===== config.mk =====
export PLATFORM = sky130hd
export DESIGN_NAME = timer_counter
export DESIGN_NICKNAME = d
export VERILOG_FILES = /design/src/rtl/timer_counter.sv
export SDC_FILE = /design/constraint.sdc
export NUM_CORES = 1
export LEC_CHECK = 0
export CAP_MARGIN = 5
export CORE_ASPECT_RATIO = 0.7
export CORE_MARGIN = 5
export CORE_UTILIZATION = 45
export CTS_CLUSTER_SIZE = 8
export DETAILED_ROUTE_END_ITERATION = 10
export GPL_TIMING_DRIVEN = 0
export PLACE_DENSITY = 0.73
export SLEW_MARGIN = 15
export SYNTH_ARGS = -nofsm -noshare
export SYNTH_HDL_FRONTEND = slang
export SYNTH_SLANG_ARGS = --single-unit

===== constraint.sdc =====
create_clock -name clk -period 4.5 [get_ports clk]
set_input_delay 0.9 -clock clk [delete_from_list [all_inputs] [get_ports clk]]
set_output_delay 0.9 -clock clk [all_outputs]
set_load 0.03 [all_outputs]

===== src/rtl/timer_counter.sv =====
`default_nettype none
// ============================================================================
//  Module      : timer_counter
//  Description : Memory-mapped down-counting timer. It has three word
//                registers (CTRL, PRESET, COUNT), one-shot and auto-reload
//                modes, and a maskable interrupt request.
//  Revision    : 1.0 - initial release
// ----------------------------------------------------------------------------
//  Parameters
//    BASE  byte base address. The instance decodes addr[31:4] against
//          BASE[31:4]. Offset 0xC is unmapped.
//  Ports
//    clk    in   1   sole clock, rising edge
//    reset  in   1   asynchronous active-high reset
//    addr   in   32  CPU byte address (addr[1:0] ignored)
//    we     in   1   write strobe, effective only on a decode hit
//    wd     in   32  write data
//    rd     out  32  combinational read data, 0 when not addressed
//    irq    out  1   interrupt request (irq_flag & IM)
//  Register map
//    0x0 CTRL   : [0] EN, [2:1] MODE (01 = auto-reload, else one-shot), [3] IM
//    0x4 PRESET : reload value
//    0x8 COUNT  : current count, read-only
// ============================================================================
module timer_counter #(
    parameter logic [31:0] BASE = 32'h0000_7F00
) (
    input  logic        clk,
    input  logic        reset,
    input  logic [31:0] addr,
    input  logic        we,
    input  logic [31:0] wd,
    output logic [31:0] rd,
    output logic        irq
);

    typedef enum logic [1:0] {
        S_IDLE = 2'd0,
        S_LOAD = 2'd1,
        S_CNT  = 2'd2,
        S_INT  = 2'd3
    } state_t;

    localparam logic [1:0] c_OFS_CTRL   = 2'b00;
    localparam logic [1:0] c_OFS_PRESET = 2'b01;
    localparam logic [1:0] c_OFS_COUNT  = 2'b10;
    localparam logic [1:0] c_MODE_AUTO  = 2'b01;

    state_t      r_state;
    state_t      w_state_nxt;

    logic        r_en;
    logic [1:0]  r_mode;
    logic        r_im;
    logic [31:0] r_preset;
    logic [31:0] r_count;
    logic        r_irq_flag;

    logic        w_hit;
    logic        w_wr_ctrl;
    logic        w_wr_preset;
    logic        w_auto;
    logic [31:0] w_count_nxt;
    logic        w_flag_nxt;
    logic        w_fsm_clr_en;

    // The byte-lane bits of the address play no part in decoding.
    logic        w_unused_addr_bits;
    assign w_unused_addr_bits = &{1'b0, addr[1:0]};

    // ------------------------------------------------------------------------
    // Address decode
    // ------------------------------------------------------------------------
    assign w_hit       = (addr[31:4] == BASE[31:4]) && (addr[3:2] != 2'b11);
    assign w_wr_ctrl   = we && w_hit && (addr[3:2] == c_OFS_CTRL);
    assign w_wr_preset = we && w_hit && (addr[3:2] == c_OFS_PRESET);

    // MODE = 1x falls back to one-shot, so only the exact 01 code reloads.
    assign w_auto      = (r_mode == c_MODE_AUTO);

    // ------------------------------------------------------------------------
    // FSM state register
    // ------------------------------------------------------------------------
    always_ff @(posedge clk or posedge reset) begin
        if (reset) begin
            r_state <= S_IDLE;
        end else begin
            r_state <= w_state_nxt;
        end
    end

    // ------------------------------------------------------------------------
    // FSM next state and datapath updates requested by the FSM
    // ------------------------------------------------------------------------
    always_comb begin
        w_state_nxt  = r_state;
        w_count_nxt  = r_count;
        w_flag_nxt   = r_irq_flag;
        w_fsm_clr_en = 1'b0;
        case (r_state)
            S_IDLE: begin
                if (r_en) begin
                    w_state_nxt = S_LOAD;
                end
            end
            S_LOAD: begin
                w_count_nxt = r_preset;
                w_state_nxt = S_CNT;
            end
            S_CNT: begin
                if (!r_en) begin
                    w_state_nxt = S_IDLE;
                end else if (r_count <= 32'd1) begin
                    // A count of 0 (PRESET=0) terminates like a count of 1,
                    // so the counter never wraps below zero.
                    w_count_nxt = 32'd0;
                    w_flag_nxt  = 1'b1;
                    w_state_nxt = S_INT;
                end else begin
                    w_count_nxt = r_count - 32'd1;
                end
            end
            S_INT: begin
                if (w_auto) begin
                    w_flag_nxt  = 1'b0;
                    w_state_nxt = S_LOAD;
                end else begin
                    w_fsm_clr_en = 1'b1;
                    w_state_nxt  = S_IDLE;
                end
            end
            default: begin
                w_state_nxt = S_IDLE;
            end
        endcase
    end

    // ------------------------------------------------------------------------
    // Registers. A CPU write to CTRL wins over the FSM clearing EN, and any
    // CTRL/PRESET write clears the interrupt flag at the same edge.
    // ------------------------------------------------------------------------
    always_ff @(posedge clk or posedge reset) begin
        if (reset) begin
            r_en       <= 1'b0;
            r_mode     <= 2'b00;
            r_im       <= 1'b0;
            r_preset   <= 32'd0;
            r_count    <= 32'd0;
            r_irq_flag <= 1'b0;
        end else begin
            r_count <= w_count_nxt;

            if (w_wr_ctrl || w_wr_preset) begin
                r_irq_flag <= 1'b0;
            end else begin
                r_irq_flag <= w_flag_nxt;
            end

            if (w_wr_ctrl) begin
                r_en   <= wd[0];
                r_mode <= wd[2:1];
                r_im   <= wd[3];
            end else if (w_fsm_clr_en) begin
                r_en   <= 1'b0;
            end

            // PRESET is only sampled in LOAD, so a write never disturbs a
            // count already in progress.
            if (w_wr_preset) begin
                r_preset <= wd;
            end
        end
    end

    // ------------------------------------------------------------------------
    // Read mux and interrupt output
    // ------------------------------------------------------------------------
    always_comb begin
        rd = 32'd0;
        if (w_hit) begin
            case (addr[3:2])
                c_OFS_CTRL:   rd = {28'd0, r_im, r_mode, r_en};
                c_OFS_PRESET: rd = r_preset;
                c_OFS_COUNT:  rd = r_count;
                default:      rd = 32'd0;
            endcase
        end
    end

    assign irq = r_irq_flag & r_im;

endmodule
`default_nettype wire

## Word-level counts from Yosys, hierarchy flattened

Index checks and enable logic that the tools add are counted.

| operators by class | value |
|---|---|
| magnitude comparators | 1 |
| reduce and logical (&&, ||, !) cells | 13 |
| mux-type cells | 19 |
| eq/ne operators | 14 |
| add/sub/neg operators | 1 |
| bitwise logic cells | 1 |

Operator list:

| kind | number |
|---|---|
| two-way mux 32 bit | 3 |
| one-hot mux 32 bit (3 select lines) | 1 |
| one-hot mux 32 bit (2 select lines) | 1 |
| less-or-equal comparator 32 x 1 -> 1 bit (second input constant) | 1 |
| subtractor 32 x 1 -> 32 bit (second input constant) | 1 |
| equality test 28 x 11 -> 1 bit (second input constant) | 1 |
| != test 3 bit (second input constant) | 4 |
| two-way mux 1 bit | 9 |
| one-hot mux 2 bit (4 select lines) | 1 |
| equality test 2 x 1 -> 1 bit (second input constant) | 3 |
| equality test 2 bit (second input constant) | 3 |
| two-way mux 2 bit | 3 |
| != test 2 bit (second input constant) | 3 |
| logical AND 1 bit | 4 |
| logical NOT 2 bit | 2 |
| AND reduction 2 bit | 2 |
| AND reduction 4 bit | 1 |
| nonzero test 2 bit | 2 |
| nonzero test 3 bit | 1 |
| one-hot mux 1 bit (2 select lines) | 1 |
| bitwise AND 1 bit | 1 |
| logical OR 1 bit | 1 |

| storage, ports and cells | value |
|---|---|
| output and inout bits | 33 |
| input bits | 67 |
| register bits after elaboration | 71 |

## Logic depth before layout (Yosys ltp)

Gate-level depths: netlist of run 1.

| logic depth | value |
|---|---|
| depth in word-level cells | 7 |
| depth in mapped cells | 9 |
| gate-level depth less buffers | 8 |

## Least setup slack after synthesis of run 1

No wires, ideal clock.

| timing path | value |
|---|---|
| path type | input port to output port |
| from | input addr[3] |
| to | output rd[11] |
| required time | 3.600 ns |
| data arrival time | 2.467 ns |
| path slack | 1.133 ns |
| cell stages on the path | 6 |
| path through | clkbuf_1 -> nor2b_1 -> clkbuf_1 -> clkbuf_1 -> a22oi_1 -> nor2_1 |

| between the ends | value |
|---|---|
| word-level cells in the longest chain between the ends | 3 |
| elaborated cells between the ends (all ways) | 7 |

RTL lines:

| element | RTL line | RTL |
|---|---|---|
| start: declaration | 30 | `input logic [31:0] addr,` |
| equality test 2 bit (tied with other cells) | 181 | `case (addr[3:2])` |
| one-hot mux 32 bit (3 select lines) or logical AND 1 bit (tied branches) | 181, 74 |  |
| two-way mux 32 bit * | 180 | `if (w_hit) begin` |
| end: declaration | 33 | `output logic [31:0] rd,` |

Mark *: on every way between the ends. The rest lies on a longest branch, timed or not.

## Final worst setup path of run 1

| timing path | value |
|---|---|
| from | input addr[25] |
| to | output rd[3] |

| between the ends | value |
|---|---|
| word-level cells in the longest chain between the ends | 3 |

RTL lines:

| element | RTL line | RTL |
|---|---|---|
| equality test 28 x 11 -> 1 bit | 74 | `assign w_hit = (addr[31:4] == BASE[31:4]) && (addr[3:2] != 2'b11);` |
| logical AND 1 bit | 74 |  |
| two-way mux 32 bit | 180 |  |

Every way passes these cells.

==> impl_metrics.toml, run 1 <==
[place]
dp_cells = 647
portBuffers = 96
dpl.hpwl_um = 9506
place.gp.congestion = 0.8200

[clocking]
htree_levels = 3
clock_latency_ps = 350
cts_inserted_buffers = 9
cts_root_buf = "clkbuf_16"
cts_sinks = 71
clk_pin_slew_ps = 60
tritoncts = "built"
cts_max_path_buffers = 2

[power_and_ir_drop]
combPwrFrac_pct = 5.8
ir_drop_mv = 0.2105
swShare_pct = 20.15
p_seq_share_pct = 41.4
p_switching_uw = 311.1
total_leakage_power_nw = 2.863
p_int_mw = 1.233
clkPwrFrac_pct = 52.9
powerDensity_mw_per_mm2 = 275.6

[logic_synthesis]
synth_async_sr_flop_share_pct = 100.0
synth_cells = 426
ys_types = 57
yosys_warnings = 0
synth_edf_count = 0
synthFlopType = "dfrtp_1"
ys_seq_area_share_pct = 43.88
mappedNetlistNets = 495
avgSynthCellArea_sq_um = 9.504
ys_ff_latch = 71
synth_area_sq_mm = 0.004049

[worst_hold_path]
hold_class = "register to register"

[final_layout]
nets = 603
diodes = 0
stdcell_count = 663
fill_cells = 786
drive_above_1_share_pct = 13.54
fin_util_pct = 62.76
synthToLayoutAreaGrowth_pct = 38.35

[routing]
drt_iter0_drc = 470
drt-total-wl_um = 13040
drc = 0
ant_nets = 0
vias = 4044
drt-vias-per-instance = 6.100
firstDrtPassIters = 5
wire_per_inst_um = 19.66

[timing]
finalSetupViolCount = 0
tightest_slew_ps = 840.3
setup_tns_ps = 0
final_hold_viol_count = 0
slew_violations = 0
finClkSkew_ps = 11.42
period_minus_slack_ps = 4420
timing.fmax_ghz = 0.2262
grt_setup_unrepaired = "true"
relSlewSlack_pct = 43.51
timing.final.crit_share_pct = 98.22

[floorplanning]
initial_core_util_pct = 45.36
dieHeight_um = 89.36
die-area_sq_mm = 0.01102
num_rows = 29
core_sq_mm = 0.008926
die_w_um = 123.4
io_pins = 100

[setup_path]
arrival_ps = 3520
path_class = "input port to output port"
critical_path_required_ps = 3600
end_kind = "output port"
worstPathMaxFanout = 10
startpoint_type = "input port"

[global_routing]
antenna_found_initial = 0
grt_usage_pct = 24.66
grt_first_pass_wirelength_um = 20720
grt.overflow.total = 0
grt_pass1_vias = 3925
grt_start_max_net_pins = 45

[job]
maxCapViolCount = 0

[run_status]
status = "finished clean"
## logic make-up after synthesis
logic type                 share of synthesized area (%)
and+or+nand+nor                                    21.11
AOI/OAI and AO/OA                                  20.06
DFF                                                43.88
muxes                                              10.72
buffers and inverters                              3.616
adders and majority gates                         0.6179
## cells in the mapped netlist (2+ instances only)
| library cell | count | share of area, % |
|---|---|---|
| a21oi_1 | 12 | 1.5 |
| a221o_1 | 3 | 0.74 |
| a22o_1 | 2 | 0.43 |
| a22oi_1 | 41 | 7.6 |
| a311o_1 | 2 | 0.49 |
| a32oi_1 | 3 | 0.65 |
| and2_1 | 2 | 0.31 |
| buf_2 | 6 | 0.74 |
| clkbuf_1 | 22 | 2.0 |
| dfrtp_1 | 71 | 44 |
| ha_1 | 2 | 0.62 |
| inv_1 | 5 | 0.46 |
| mux2_2 | 35 | 9.7 |
| mux2i_1 | 4 | 0.99 |
| nand2_1 | 33 | 3.1 |
| nand2b_1 | 4 | 0.62 |
| nand3_1 | 24 | 3.0 |
| nand4_1 | 8 | 1.2 |
| nor2_1 | 55 | 5.1 |
| nor2b_1 | 5 | 0.77 |
| nor3_1 | 8 | 0.99 |
| nor4_1 | 8 | 1.2 |
| nor4b_1 | 2 | 0.43 |
| o211ai_1 | 8 | 1.5 |
| o21ai_0 | 11 | 1.4 |
| o221ai_1 | 3 | 0.65 |
| o311ai_0 | 3 | 0.65 |
| o311ai_1 | 6 | 1.3 |
| o31a_1 | 2 | 0.43 |
| o31ai_1 | 3 | 0.56 |
| or2_2 | 2 | 0.31 |
| or3_1 | 5 | 0.77 |
| or4_4 | 2 | 0.56 |
## final timing paths
path / startpoint / to / slack [ps] / cells past startpoint
setup / recovery: addr[25] / rd[3] / 80 / 8
min in group asynchronous: reset / r_count[16]$_DFFE_PP0P_ / 900 / 2
hold / removal: r_preset[31]$_DFFE_PP0P_ / r_count[31]$_DFFE_PP0P_ / 540 / 2
hold reg to reg: r_preset[31]$_DFFE_PP0P_ / r_count[31]$_DFFE_PP0P_ / 540 / 2
setup reg to reg: r_count[6]$_DFFE_PP0P_ / r_count[27]$_DFFE_PP0P_ / 1510 / 6
max in group asynchronous: reset / r_mode[0]$_DFFE_PP0P_ / 3040 / 3
## registers in the layout (all words and copies together) (netlist names)
signal and cells:
r_count 32, r_en 1, r_im 1, r_irq_flag 1
r_mode 2, r_preset 32, r_state 2
## what timing repair did
| action | 4_1_cts | 5_1_grt |
|---|---|---|
| endpoints found under the setup margin | 0 | 30 |
| buffers inserted | 0 | 0 |
| resized for setup | 0 | 35 |
| hold buffers | 0 | 0 |
## final cells by class
class / count / area, sq um / share of cell area, %
flip-flops and latches: 71 / 1777 / 31.72
multi-input cells: 320 / 2126 / 37.95
inverters: 6 / 25.02 / 0.4467
well taps: 124 / 155.1 / 2.770
plain buffers: 29 / 127.6 / 2.278
repair buffers: 97 / 1054 / 18.81
clock buffers: 10 / 229.0 / 4.088
clock inverters: 6 / 108.9 / 1.943
## stage by stage
step	power, mW	setup slack [ps]	instance area [sq um]	hold WS, ps
floorplan	0.6715	1133	4049	467.5
global placement	0.7346	-9.145	5165	503.9
detailed placement	0.7394	23.09	5187	511.8
CTS	1.550	20.15	5525	531.7
global route	1.590	-81.08	5602	554.7
finish	1.544	80.06	5602	537.9
## placed cells by master (no fill, tap or decap), types with 4 or more instances in the layout
| cell type | n |
|---|---|
| nor3_1 | 8 |
| nand4_1 | 8 |
| nor2_1 | 55 |
| clkdlybuf4s50_1 | 67 |
| mux2_2 | 35 |
| clkbuf_16 | 9 |
| nand3_1 | 24 |
| dfrtp_1 | 71 |
| or3_1 | 5 |
| nand2_1 | 33 |
| inv_1 | 4 |
| nor2b_1 | 5 |
| o311ai_1 | 6 |
| nand2b_1 | 4 |
| dlymetal6s2s_1 | 29 |
| a22oi_1 | 41 |
| clkbuf_1 | 20 |
| o21ai_0 | 11 |
| buf_2 | 6 |
| a21oi_1 | 12 |
| o211ai_1 | 8 |
| nor4_1 | 8 |
| mux2i_1 | 4 |
## worst max-delay path: stages
cell             delay (ps)
clkdlybuf4s50_1         400
nor4_1                  300
nand4_1                 140
a2111o_1                390
clkbuf_1                250
clkbuf_1                300
nor2_1                  160
clkdlybuf4s50_1         680
## metal layers
metal,wire length (um),vias to the layer above,GRT usage (%)
met4,167,0,5.930
met5,0,-,0
met2,5855,232,37.33
li1,-,1837,-
met3,1291,23,7.400
met1,5721,1952,34.94
## power groups by stage
| stage | combinational (mW) | sequential [mW] | clock, mW |
|---|---|---|---|
| final | 0.0892 | 0.639 | 0.816 |
| after floorplan | 0.0213 | 0.650 | 0 |
| after global placement | 0.0844 | 0.650 | 0 |
| after global routing | 0.0966 | 0.638 | 0.855 |
| after CTS | 0.0898 | 0.639 | 0.822 |
| after detailed placement | 0.0893 | 0.650 | 0 |
(Power assumes the default switching activity.)
==> run 2: changes to the inputs <==
--- a/config.mk
+++ b/config.mk
@@ -5,7 +5,6 @@
 export SDC_FILE = /design/constraint.sdc
 export NUM_CORES = 1
 export LEC_CHECK = 0
-export CAP_MARGIN = 5
 export CORE_ASPECT_RATIO = 0.7
 export CORE_MARGIN = 5
 export CORE_UTILIZATION = 45
==> results of run 2 <==
The final DEF is identical to that of run 1; final timing and power are the same.
